<file path="src/rtl/infix_token_tx.sv">
// Token-input transmitter: buffers one infix expression and plays it out on the
// sign/number strobe interface, honouring consumer BUSY and closing with an end marker.
module infix_token_tx #(
  parameter int DEPTH = 16,
  parameter int AW    = 4
) (
  input  logic          CLK,
  input  logic          RST,
  input  logic          WR_EN,
  input  logic          WR_IS_SIGN,
  input  logic [7:0]    WR_DATA,
  output logic          WR_FULL,
  output logic          WR_ERR,
  input  logic          START,
  input  logic          BUSY_IN,
  output logic [7:0]    SIGN_OUT,
  output logic          SIGN_OUT_STB,
  output logic [7:0]    NUMBER_OUT,
  output logic          NUMBER_OUT_STB,
  output logic          TX_ACTIVE,
  output logic          DONE,
  output logic [AW:0]   SENT_CNT
);

  typedef enum logic [2:0] {IDLE, WAIT_FREE, STROBE, END_WAIT, END_STROBE} state_t;

  typedef struct packed {
    logic       is_sign;
    logic [7:0] data;
  } token_t;

  localparam logic [AW:0] FULL_CNT = DEPTH[AW:0];
  localparam logic [AW:0] ONE      = (AW+1)'(1);

  token_t        mem [DEPTH];
  logic [AW-1:0] wr_ptr, rd_ptr;
  logic [AW:0]   count, count_nx;
  state_t        state, state_nx;

  logic   sign_ok, is_full, is_empty, wr_rej, push, pop;
  token_t head;

  assign sign_ok  = (WR_DATA == 8'h2B) || (WR_DATA == 8'h2D) ||
                    (WR_DATA == 8'h2A) || (WR_DATA == 8'h2F);
  assign is_full  = (count == FULL_CNT);
  assign is_empty = (count == '0);
  assign wr_rej   = WR_EN && (is_full || (state != IDLE) || (WR_IS_SIGN && !sign_ok));
  assign push     = WR_EN && !wr_rej;
  assign head     = mem[rd_ptr];

  // Payload storage needs no reset: validity is carried by the pointers and count.
  always_ff @(posedge CLK) begin
    if (push) mem[wr_ptr] <= '{is_sign: WR_IS_SIGN, data: WR_DATA};
  end

  always_comb begin
    count_nx = count;
    if (push)     count_nx = count + ONE;
    else if (pop) count_nx = count - ONE;
  end

  always_comb begin
    state_nx = state;
    pop      = 1'b0;
    case (state)
      IDLE:       if (START) state_nx = WAIT_FREE;
      WAIT_FREE: begin
        // An empty buffer with a free consumer goes straight to the end marker,
        // so an empty run strobes one edge after START just like a token would.
        if (is_empty)      state_nx = BUSY_IN ? END_WAIT : END_STROBE;
        else if (!BUSY_IN) begin
          pop      = 1'b1;
          state_nx = STROBE;
        end
      end
      STROBE:     if (BUSY_IN)  state_nx = WAIT_FREE;
      END_WAIT:   if (!BUSY_IN) state_nx = END_STROBE;
      END_STROBE: if (BUSY_IN)  state_nx = IDLE;
      default:    state_nx = IDLE;
    endcase
  end

  always_ff @(posedge CLK or posedge RST) begin
    if (RST) begin
      state          <= IDLE;
      wr_ptr         <= '0;
      rd_ptr         <= '0;
      count          <= '0;
      WR_FULL        <= 1'b0;
      WR_ERR         <= 1'b0;
      SIGN_OUT       <= '0;
      SIGN_OUT_STB   <= 1'b0;
      NUMBER_OUT     <= '0;
      NUMBER_OUT_STB <= 1'b0;
      TX_ACTIVE      <= 1'b0;
      DONE           <= 1'b0;
      SENT_CNT       <= '0;
    end else begin
      state   <= state_nx;
      count   <= count_nx;
      WR_FULL <= (count_nx == FULL_CNT);
      WR_ERR  <= wr_rej;
      DONE    <= 1'b0;
      if (push) wr_ptr <= wr_ptr + 1'b1;
      if (pop)  rd_ptr <= rd_ptr + 1'b1;

      case (state)
        IDLE: begin
          if (START) begin
            TX_ACTIVE <= 1'b1;
            SENT_CNT  <= '0;
          end
        end
        WAIT_FREE: begin
          if (pop) begin
            if (head.is_sign) begin
              SIGN_OUT     <= head.data;
              SIGN_OUT_STB <= 1'b1;
            end else begin
              NUMBER_OUT     <= head.data;
              NUMBER_OUT_STB <= 1'b1;
            end
          end else if (state_nx == END_STROBE) begin
            SIGN_OUT_STB   <= 1'b1;
            NUMBER_OUT_STB <= 1'b1;
          end
        end
        STROBE: begin
          if (BUSY_IN) begin
            SIGN_OUT_STB   <= 1'b0;
            NUMBER_OUT_STB <= 1'b0;
            SENT_CNT       <= SENT_CNT + ONE;
          end
        end
        END_WAIT: begin
          if (!BUSY_IN) begin
            SIGN_OUT_STB   <= 1'b1;
            NUMBER_OUT_STB <= 1'b1;
          end
        end
        END_STROBE: begin
          if (BUSY_IN) begin
            SIGN_OUT_STB   <= 1'b0;
            NUMBER_OUT_STB <= 1'b0;
            DONE           <= 1'b1;
            TX_ACTIVE      <= 1'b0;
          end
        end
        default: ;
      endcase
    end
  end

endmodule

</file>
<file path="config.mk">
export PLATFORM = sky130hd
export DESIGN_NAME = infix_token_tx
export DESIGN_NICKNAME = d
export VERILOG_FILES = /design/src/rtl/infix_token_tx.sv
export SDC_FILE = /design/constraint.sdc
export NUM_CORES = 1
export LEC_CHECK = 0
export BUFFER_PORTS_ARGS = -buffer_cell sky130_fd_sc_hd__buf_2
export CORE_ASPECT_RATIO = 1.2
export CORE_MARGIN = 4
export CORE_UTILIZATION = 60
export DETAILED_ROUTE_END_ITERATION = 6
export PLACE_DENSITY = 0.78
export SLEW_MARGIN = 10
export SYNTH_ARGS = -nofsm -noshare
export SYNTH_HDL_FRONTEND = slang
export SYNTH_SLANG_ARGS = --single-unit
</file>
<file path="constraint.sdc">
create_clock -name CLK -period 2.9 [get_ports CLK]
set_input_delay 0.145 -clock CLK [delete_from_list [all_inputs] [get_ports CLK]]
set_output_delay 0.145 -clock CLK [all_outputs]
set_load 0.05 [all_outputs]
</file>
==> results_dict.tcl, run 1 <==
set metrics [dict create \
    outcome "finished clean" \
    seqPwrFrac_pct 39.7 \
    rsz0062_at_grt "true" \
    clock-sinks 187 \
    vias 4049 \
    grt_pass1_wl_um 25600 \
    switching_share_pct 36.0 \
    fp.dieH_um 132 \
    finalCriticalPeriod_ps 2870 \
    io-pin-count 41 \
    wl_met2_um 8400 \
    die_w_um 111 \
    startpoint "count[0]" \
    final-setup-viol-count 0 \
    grt_max_degree 39 \
    synthFlopType "edfxtp_1" \
    dr.first_iter.drc_count 444 \
    synth_cell_types 56 \
    async_flop_share_pct 23.0 \
    cap_violations 0 \
    drive_gt1_share_pct 32.0 \
    hold_class "input port to flop" \
    clockBufferDepth 2 \
    finalCritPeriodShare_pct 98.9 \
    start_kind "flop" \
    met1Wirelength_um 6100 \
    antenna_found_initial 3 \
    syn-num-nets 429 \
    initial_core_util_pct 60.8 \
    dp_slack_ps 177 \
    nets 491 \
    power_density_mw_per_mm2 1010 \
    clkPwrFrac_pct 26.8 \
    crit_required_ps 2980 \
    clk_pin_slew_ps 80 \
    overflow 0 \
    met3_length_um 1280 \
    synthToLayoutAreaGrowth_pct 14.2 \
    ant_nets 0 \
    fillCellCount 783 \
    insertion_delay_ps 430 \
    mostFrequentLayoutCells "144 x edfxtp_1, 42 x dfrtp_1, 40 x buf_2" \
    diodes 0 \
    finalClockSkew_ps 11.3 \
    worstHoldStart "WR_DATA[2]" \
    maxSlewViolCount 0 \
    hold_viol_final 0 \
    core_sq_mm 0.0126 \
    critical_path_arrival_ps 2950 \
    finalWorstSetupSlack_ps 32.3 \
    drt-total-wl_um 16400 \
    p_sw_uw 3190 \
    syn_inst 406 \
    drc 0 \
    dieArea_sq_mm 0.0147 \
    timing.slew.headroom_pct 59.9 \
    final.setup.tns_ps 0 \
    rows 45 \
    p_int_uw 5680 \
    ys_warn_count 0 \
    via_per_inst 6.28 \
    post_cts_buffers 0 \
    synth_edf_count 144 \
    first_pass_iters 5 \
    h-tree-depth 4 \
    first_global_vias 4234 \
    grt_usage_pct 23.8 \
    synth.cell_area_sq_mm 0.00767 \
    r2r-start "count[0]" \
    mostFrequentLayoutCell "edfxtp_1" \
    path_max_fanout 9 \
    avgSynthCellArea_sq_um 18.9 \
    cts_tree "built" \
    numCtsBuffers 17 \
    numPortBuffers 40 \
    path_class "flop to flop" \
    fmax_ghz 0.349 \
    tightest_slew_ps 596 \
    comb_power_share_pct 33.4 \
    vdd_ir_drop_max_uv 678 \
    synth-seq-cells 187 \
    setup.worst_path.end_class "flop" \
    total_power_uw 8870 \
    place_congestion 0.922 \
    top_layer "met5" \
    dp.final_hpwl_um 10600 \
    routedWlPerCell_um 25.5 \
    p_leak_uw 0.00317 \
    synth.yosys.seq_area_share_pct 70.4 \
    cts.root.buffer_cell "clkbuf_16" \
]
-- cells by family (layout without fill, tap and decap cells) --
kind of cell / count (synthesis) / count (layout) / synth area share, %
xor+xnor: 13 / 13 / 1.48
mux: 65 / 65 / 16.1
simple gates: 79 / 79 / 6.21
flops: 187 / 187 / 70.4
buf+inv: 23 / 98 / 1.70
fa+ha+maj: 9 / 9 / 1.47
compound gates: 30 / 30 / 2.66
-- critical path, cell delays in order, from the launching register on --
cell       delay [ps]
dfrtp_1           460
inv_1             110
ha_1              230
nand4bb_1         170
and2_1            260
nand3_1           290
nor3b_1           500
and2_1            490
-- worst paths after layout --
check                                 to  slack (ps)  depth (start not counted)
setup / recovery               mem[7][3]          30                          7
hold / removal                mem[14][2]         130                          1
setup reg to reg               mem[7][3]          30                          7
hold reg to reg            NUMBER_OUT[7]         500                          1
max in group asynchronous      rd_ptr[0]        2020                          4
min in group asynchronous  NUMBER_OUT[0]         150                          3
-- flip-flops by register name, indices dropped and copies added (netlist names), 3 cells and up --
signal,flops
mem,144
NUMBER_OUT,8
SIGN_OUT,8
SENT_CNT,5
count,5
rd_ptr,4
wr_ptr,4
state,3
-- metrics by stage --
| stage | hold slack, ps | std cells | area, sq um | utilization, % |
|---|---|---|---|---|
| after CTS | 116 | 645 | 8750 | 69.4 |
| after global placement | 50.2 | 610 | 8100 | 64.2 |
| after global routing | 126 | 645 | 8760 | 69.5 |
| final | 132 | 645 | 8760 | 69.5 |
| after floorplan | 211 | 406 | 7670 | - |
| after detailed placement | 55.3 | 610 | 8100 | 64.2 |
-- synthesized netlist by cell type (3+ instances only) --
library cell,n,share of area (%)
and3_1,3,0.24
mux2i_1,7,0.91
ha_1,9,1.5
mux4_1,4,1.4
edfxtp_1,144,56
mux2_4,9,1.8
and2_1,20,1.6
inv_1,7,0.34
nor2_1,6,0.29
dfrtp_1,43,14
a21oi_1,5,0.33
clkbuf_1,6,0.29
xnor2_1,8,0.91
xor2_1,5,0.57
o21ai_0,8,0.52
mux4_2,37,11
nand3_1,3,0.20
nand2_1,18,0.88
nand2b_1,3,0.24
mux2_2,7,1.0
nor3b_1,5,0.49
nand3b_1,3,0.29
nand4_1,5,0.41
buf_6,3,0.44
-- power groups by stage --
stage	registers [uW]	logic [uW]	clock network, uW
final	3520	2960	2380
after global routing	3570	3150	2530
after CTS	3520	2980	2400
after detailed placement	3560	2910	0
after global placement	3540	2850	0
after floorplan	3990	1740	0
-- timing repair --
| item | in CTS | in global routing |
|---|---|---|
| hold buffers | 3 | 0 |
| gates resized for setup | 0 | 8 |
| setup endpoints to repair | 0 | 98 |
| endpoints found under the hold margin | 11 | 0 |
-- metal layers --
metal  GRT usage (%)  up-vias
met3            6.15       55
met2            38.7      214
met5               0        -
met1            30.0     2030
met4            12.1        6
li1                -     1744
-- layout make-up --
cell class	instances	area (sq um)	area share, %
tap	164	205	2.34
multi-input combinational	196	2150	24.5
clock buffer	17	425	4.86
inverter	8	30.0	0.343
clock inverter	15	194	2.21
sequential	187	5400	61.6
timing repair buffer	58	355	4.06
(Power assumes the default switching activity.)
==> run 2, diff against run 1 <==
- CORE_MARGIN: 4 -> unset
- clock period: 2.9 -> 2.7 ns (I/O delays scaled with it)
==> run 2 against run 1 <==
- sequential share of layout area shrank 1.0 points
- power grew 9.7%
- final area grew 1.7%
- sequential power grew 6.5%
- largest power group unchanged
==> results_dict.tcl, run 2 (synthesized netlist as in run 1, its figures left out) <==
set metrics [dict create \
    outcome "finished clean" \
    finalWorstSetupSlack_ps 194 \
    clockBufferDepth 2 \
    power_density_mw_per_mm2 1090 \
    fp.dieH_um 126 \
    nets 504 \
    switching_share_pct 34.2 \
    drt-total-wl_um 16500 \
    cts_tree "built" \
    crit_required_ps 2790 \
    maxSlewViolCount 0 \
    core_sq_mm 0.0123 \
    drc 0 \
    finalCriticalPeriod_ps 2510 \
    fmax_ghz 0.399 \
    overflow 0 \
    grt_pass1_wl_um 25500 \
    insertion_delay_ps 430 \
    finalCritPeriodShare_pct 92.8 \
    setup.worst_path.end_class "flop" \
    final.setup.tns_ps 0 \
    critical_path_arrival_ps 2590 \
    start_kind "flop" \
    hold_viol_final 0 \
    timing.slew.headroom_pct 30.9 \
    crit_top_cell "and2_1" \
    mostFrequentLayoutCells "144 x edfxtp_1, 41 x dfrtp_1, 40 x buf_2" \
    p_int_uw 6400 \
    comb_power_share_pct 33.4 \
    ant_nets 0 \
    via_per_inst 6.30 \
    fin_util_pct 72.6 \
    p_leak_uw 0.00326 \
    p_sw_uw 3330 \
    drive_gt1_share_pct 34.0 \
    dr.first_iter.drc_count 448 \
    grt_usage_pct 27.4 \
    vias 4128 \
    seqPwrFrac_pct 38.5 \
    stdcell_area_sq_mm 0.00891 \
    rows 44 \
    dpl_cell_area_sq_mm 0.00821 \
    place_congestion 0.833 \
    cts.root.buffer_cell "clkbuf_16" \
    fillCellCount 700 \
    io-pin-count 41 \
    final-setup-viol-count 0 \
    numCtsBuffers 17 \
    clk_pin_slew_ps 70 \
    largest_reg_flops 144 \
    grt_max_degree 37 \
    first_pass_iters 5 \
    cap_violations 0 \
    first_global_vias 4256 \
    hold_class "input port to flop" \
    clkPwrFrac_pct 28.1 \
    regMostFlops "mem" \
    path_cells "inv_1 -> ha_1 -> nand4bb_1 -> and2_1 -> nand3_1 -> nor3b_1 -> and2_1" \
    path_max_fanout 9 \
    h-tree-depth 4 \
    dp_slack_ps 135 \
    vdd_ir_drop_max_uv 683 \
    path_class "flop to flop" \
    antenna_found_initial 0 \
    diodes 0 \
    dieArea_sq_mm 0.0132 \
    clock-sinks 187 \
    critPathSlowestCell "and2_1" \
    post_cts_buffers 0 \
    synthToLayoutAreaGrowth_pct 16.2 \
    die_w_um 105 \
    dp.final_hpwl_um 10400 \
    reg_top3 "mem (144), NUMBER_OUT (8), SIGN_OUT (8)" \
    routedWlPerCell_um 25.3 \
    mostFrequentLayoutCell "edfxtp_1" \
    initial_core_util_pct 62.5 \
    rsz0062_at_grt "false" \
    tightest_slew_ps 1030 \
    numPortBuffers 40 \
    max_stage_delay_ps 450 \
    total_power_uw 9730 \
    finalClockSkew_ps 9.11 \
]
[run 2: cell types whose count changed in the layout (fill, tap and decap cells not counted), moves of 2 or more]
cell	change
bufinv_16	+3
clkinv_8	-2
buf_4	+12
inv_8	-3
[run 2: repair_timing]
item                       CTS  global route
hold buffers                 3             0
hold endpoints to repair    33             0
setup endpoints to repair    0           108
gates resized for setup      0             9
[run 2: worst paths after layout]
kind,start,endpoint,slack [ps],depth (start not counted)
max reg2reg,count[1],mem[4][8],190,7
min,WR_EN,WR_ERR,70,2
min reg2reg,NUMBER_OUT[7],NUMBER_OUT[7],500,1
max,count[1],mem[4][8],190,7
min in group asynchronous,RST,SIGN_OUT[0],360,3
max in group asynchronous,RST,count[2],1640,4
[run 2: layout make-up]
cell class / count / area, sq um / area share, %
Clock buffer: 17 / 425 / 4.77
Clock inverter: 15 / 231 / 2.60
Inverter: 8 / 30.0 / 0.337
Multi-Input combinational cell: 196 / 2150 / 24.2
Sequential cell: 187 / 5400 / 60.6
Tap cell: 161 / 201 / 2.26
Timing Repair Buffer: 71 / 465 / 5.22
[run 2: per-layer routing]
metal | track usage [%] | share of wire (%)
met1 | 34.3 | 38
met2 | 46.3 | 52
met3 | 6.37 | 6.3
met4 | 11.2 | 3.2
met5 | 0 | 0
[run 2: through the flow]
| step | std cells | hold slack, ps |
|---|---|---|
| final | 655 | 74.2 |
| after global routing | 655 | 54.5 |
| after CTS | 655 | 56.0 |
| after detailed placement | 620 | 292 |
| after global placement | 620 | 271 |
| after floorplan | 406 | 201 |
[run 2: critical path, delay by kind of cell, from the launching register on]
family / cells / cell delay [ps]
adder cells (fa/ha/maj): 1 / 210
buffers and inverters: 1 / 100
flip-flops: 1 / 430
AND/OR/NAND/NOR: 5 / 1410
[run 2: power groups by stage]
stage	Combinational [uW]	Clock [uW]	Sequential [uW]
floorplan	1870	0	4280
global placement	3100	0	3770
detailed placement	3160	0	3790
CTS	3250	2760	3740
global route	3440	2860	3790
finish	3250	2730	3750
==> run 3, diff against run 2 <==
- CORE_ASPECT_RATIO: 1.2 -> unset
==> run 3 against run 2 <==
- register-to-register slack improved by 50 ps
- clock skew increased by 5.2 ps
- critical path depth unchanged
- die area about the same
- core utilization decreased by 0.38 points
- flip-flop and latch count unchanged
- first-iteration DRC count decreased by 25%
- largest cell class unchanged
==> results_dict.tcl, run 3 (synthesized netlist as in run 1, its figures left out) <==
set metrics [dict create \
    setup.worst_path.end_class "flop" \
    dp.final_hpwl_um 10200 \
    outcome "finished clean" \
    first_pass_iters 5 \
    regMostFlops "mem" \
    path_max_fanout 9 \
    final-setup-viol-count 0 \
    total_power_uw 9280 \
    h-tree-depth 4 \
    grt_usage_pct 26.1 \
    dp_cells 626 \
    grt_use_met1_pct 33.6 \
    finalClockSkew_ps 14.3 \
    drc 0 \
    die_w_um 115 \
    p_leak_uw 0.00320 \
    numPortBuffers 40 \
    io-pin-count 41 \
    rsz0062_at_grt "false" \
    tightest_slew_ps 1050 \
    numCtsBuffers 17 \
    top_usage_layer "met2" \
    clock-sinks 187 \
    first_global_vias 4094 \
    path_buf_inv 1 \
    max_stage_delay_ps 460 \
    place_congestion 0.836 \
    via_per_inst 6.10 \
    mostFrequentLayoutCell "edfxtp_1" \
    grt_max_degree 37 \
    whs_ps 42.4 \
    reg_top3 "mem (144), NUMBER_OUT (8), SIGN_OUT (8)" \
    timing.slew.headroom_pct 29.4 \
    critPathSlowestCell "dfrtp_1" \
    use_met3_pct 6.69 \
    antenna_found_initial 0 \
    hold_class "input port to flop" \
    clockBufferDepth 2 \
    nets 503 \
    start_kind "flop" \
    fin_cells 661 \
    insertion_delay_ps 430 \
    routedWlPerCell_um 23.4 \
    path_cells "inv_1 -> ha_1 -> nand4bb_1 -> and2_1 -> nand3_1 -> nor3b_1 -> and2_2" \
    maxSlewViolCount 0 \
    drt-total-wl_um 15500 \
    diodes 0 \
    fp.dieH_um 115 \
    power_density_mw_per_mm2 1050 \
    ant_nets 0 \
    rows 40 \
    initial_core_util_pct 62.8 \
    core_sq_mm 0.0122 \
    vdd_ir_drop_max_uv 491 \
    dr.first_iter.drc_count 337 \
    cts_tree "built" \
    overflow 0 \
    synthToLayoutAreaGrowth_pct 14.9 \
    crit_required_ps 2810 \
    largest_reg_flops 144 \
    drive_gt1_share_pct 32.9 \
    dieArea_sq_mm 0.0132 \
    fmax_ghz 0.408 \
    cts.root.buffer_cell "clkbuf_16" \
    grt_pass1_wl_um 23700 \
    vias 4035 \
    final.setup.tns_ps 0 \
    mostFrequentLayoutCells "144 x edfxtp_1, 42 x dfrtp_1, 40 x buf_2" \
    finalCriticalPeriod_ps 2450 \
    finalCritPeriodShare_pct 90.9 \
    cap_violations 0 \
    cp_top_family "simple AND/OR/NAND/NOR gates" \
    hold_viol_final 0 \
    critical_path_arrival_ps 2560 \
    clk_pin_slew_ps 60 \
    fillCellCount 757 \
    path_class "flop to flop" \
    post_cts_buffers 0 \
    gr-usage-met2_pct 42.7 \
]
[run 3: cell count changes in the layout (fill, tap and decap cells not counted), moves of 2 or more]
cell and change:
buf_4 -2, clkinv_8 -2, clkbuf_1 +4, bufinv_16 -3
[run 3: power by group]
group / switching [uW] / internal (uW) / leakage [uW] / total [uW]
registers: 339 / 3450 / 0.00182 / 3780
clock network: 1050 / 1290 / 0.000265 / 2340
logic: 1790 / 1370 / 0.00112 / 3160
total: 3180 / 6110 / 0.00320 / 9280
[run 3: final cells by class]
class / instances / area (sq um) / share of cell area, %
Sequential cell: 187 / 5400 / 61.3
Multi-Input combinational cell: 196 / 2150 / 24.4
Timing Repair Buffer: 70 / 470 / 5.34
Clock buffer: 21 / 440 / 5.00
Tap cell: 168 / 210 / 2.38
Clock inverter: 11 / 110 / 1.25
Inverter: 8 / 30.0 / 0.341
[run 3: routing by layer]
layer	routed length (um)	share of wire (%)
met1	6130	40
met2	7860	51
met4	323	2.1
met5	0	0
met3	1190	7.6
[run 3: worst paths after layout]
path	cells past startpoint	start	slack (ps)	end
worst max-delay path	7	count[0]	250	mem[5][1]
worst min-delay path	2	WR_EN	40	WR_ERR
worst max register to register	7	count[0]	250	mem[5][1]
worst min register to register	1	NUMBER_OUT[7]	490	NUMBER_OUT[7]
max in group asynchronous	4	RST	1620	rd_ptr[0]
min in group asynchronous	3	RST	380	SIGN_OUT[1]
[run 3: repair_timing]
| action | CTS | global route |
|---|---|---|
| resized for setup | 0 | 8 |
| hold endpoints to repair | 34 | 0 |
| hold buffers | 3 | 0 |
| endpoints found under the setup margin | 0 | 99 |
[run 3: metrics by stage]
step                      instance area, sq um  utilization, %  setup slack (ps)
after floorplan                           7670               -               519
after global placement                    8220            67.3               270
after detailed placement                  8220            67.3               132
after CTS                                 8800            72.1               125
after global routing                      8820            72.2              52.0
final                                     8820            72.2               246
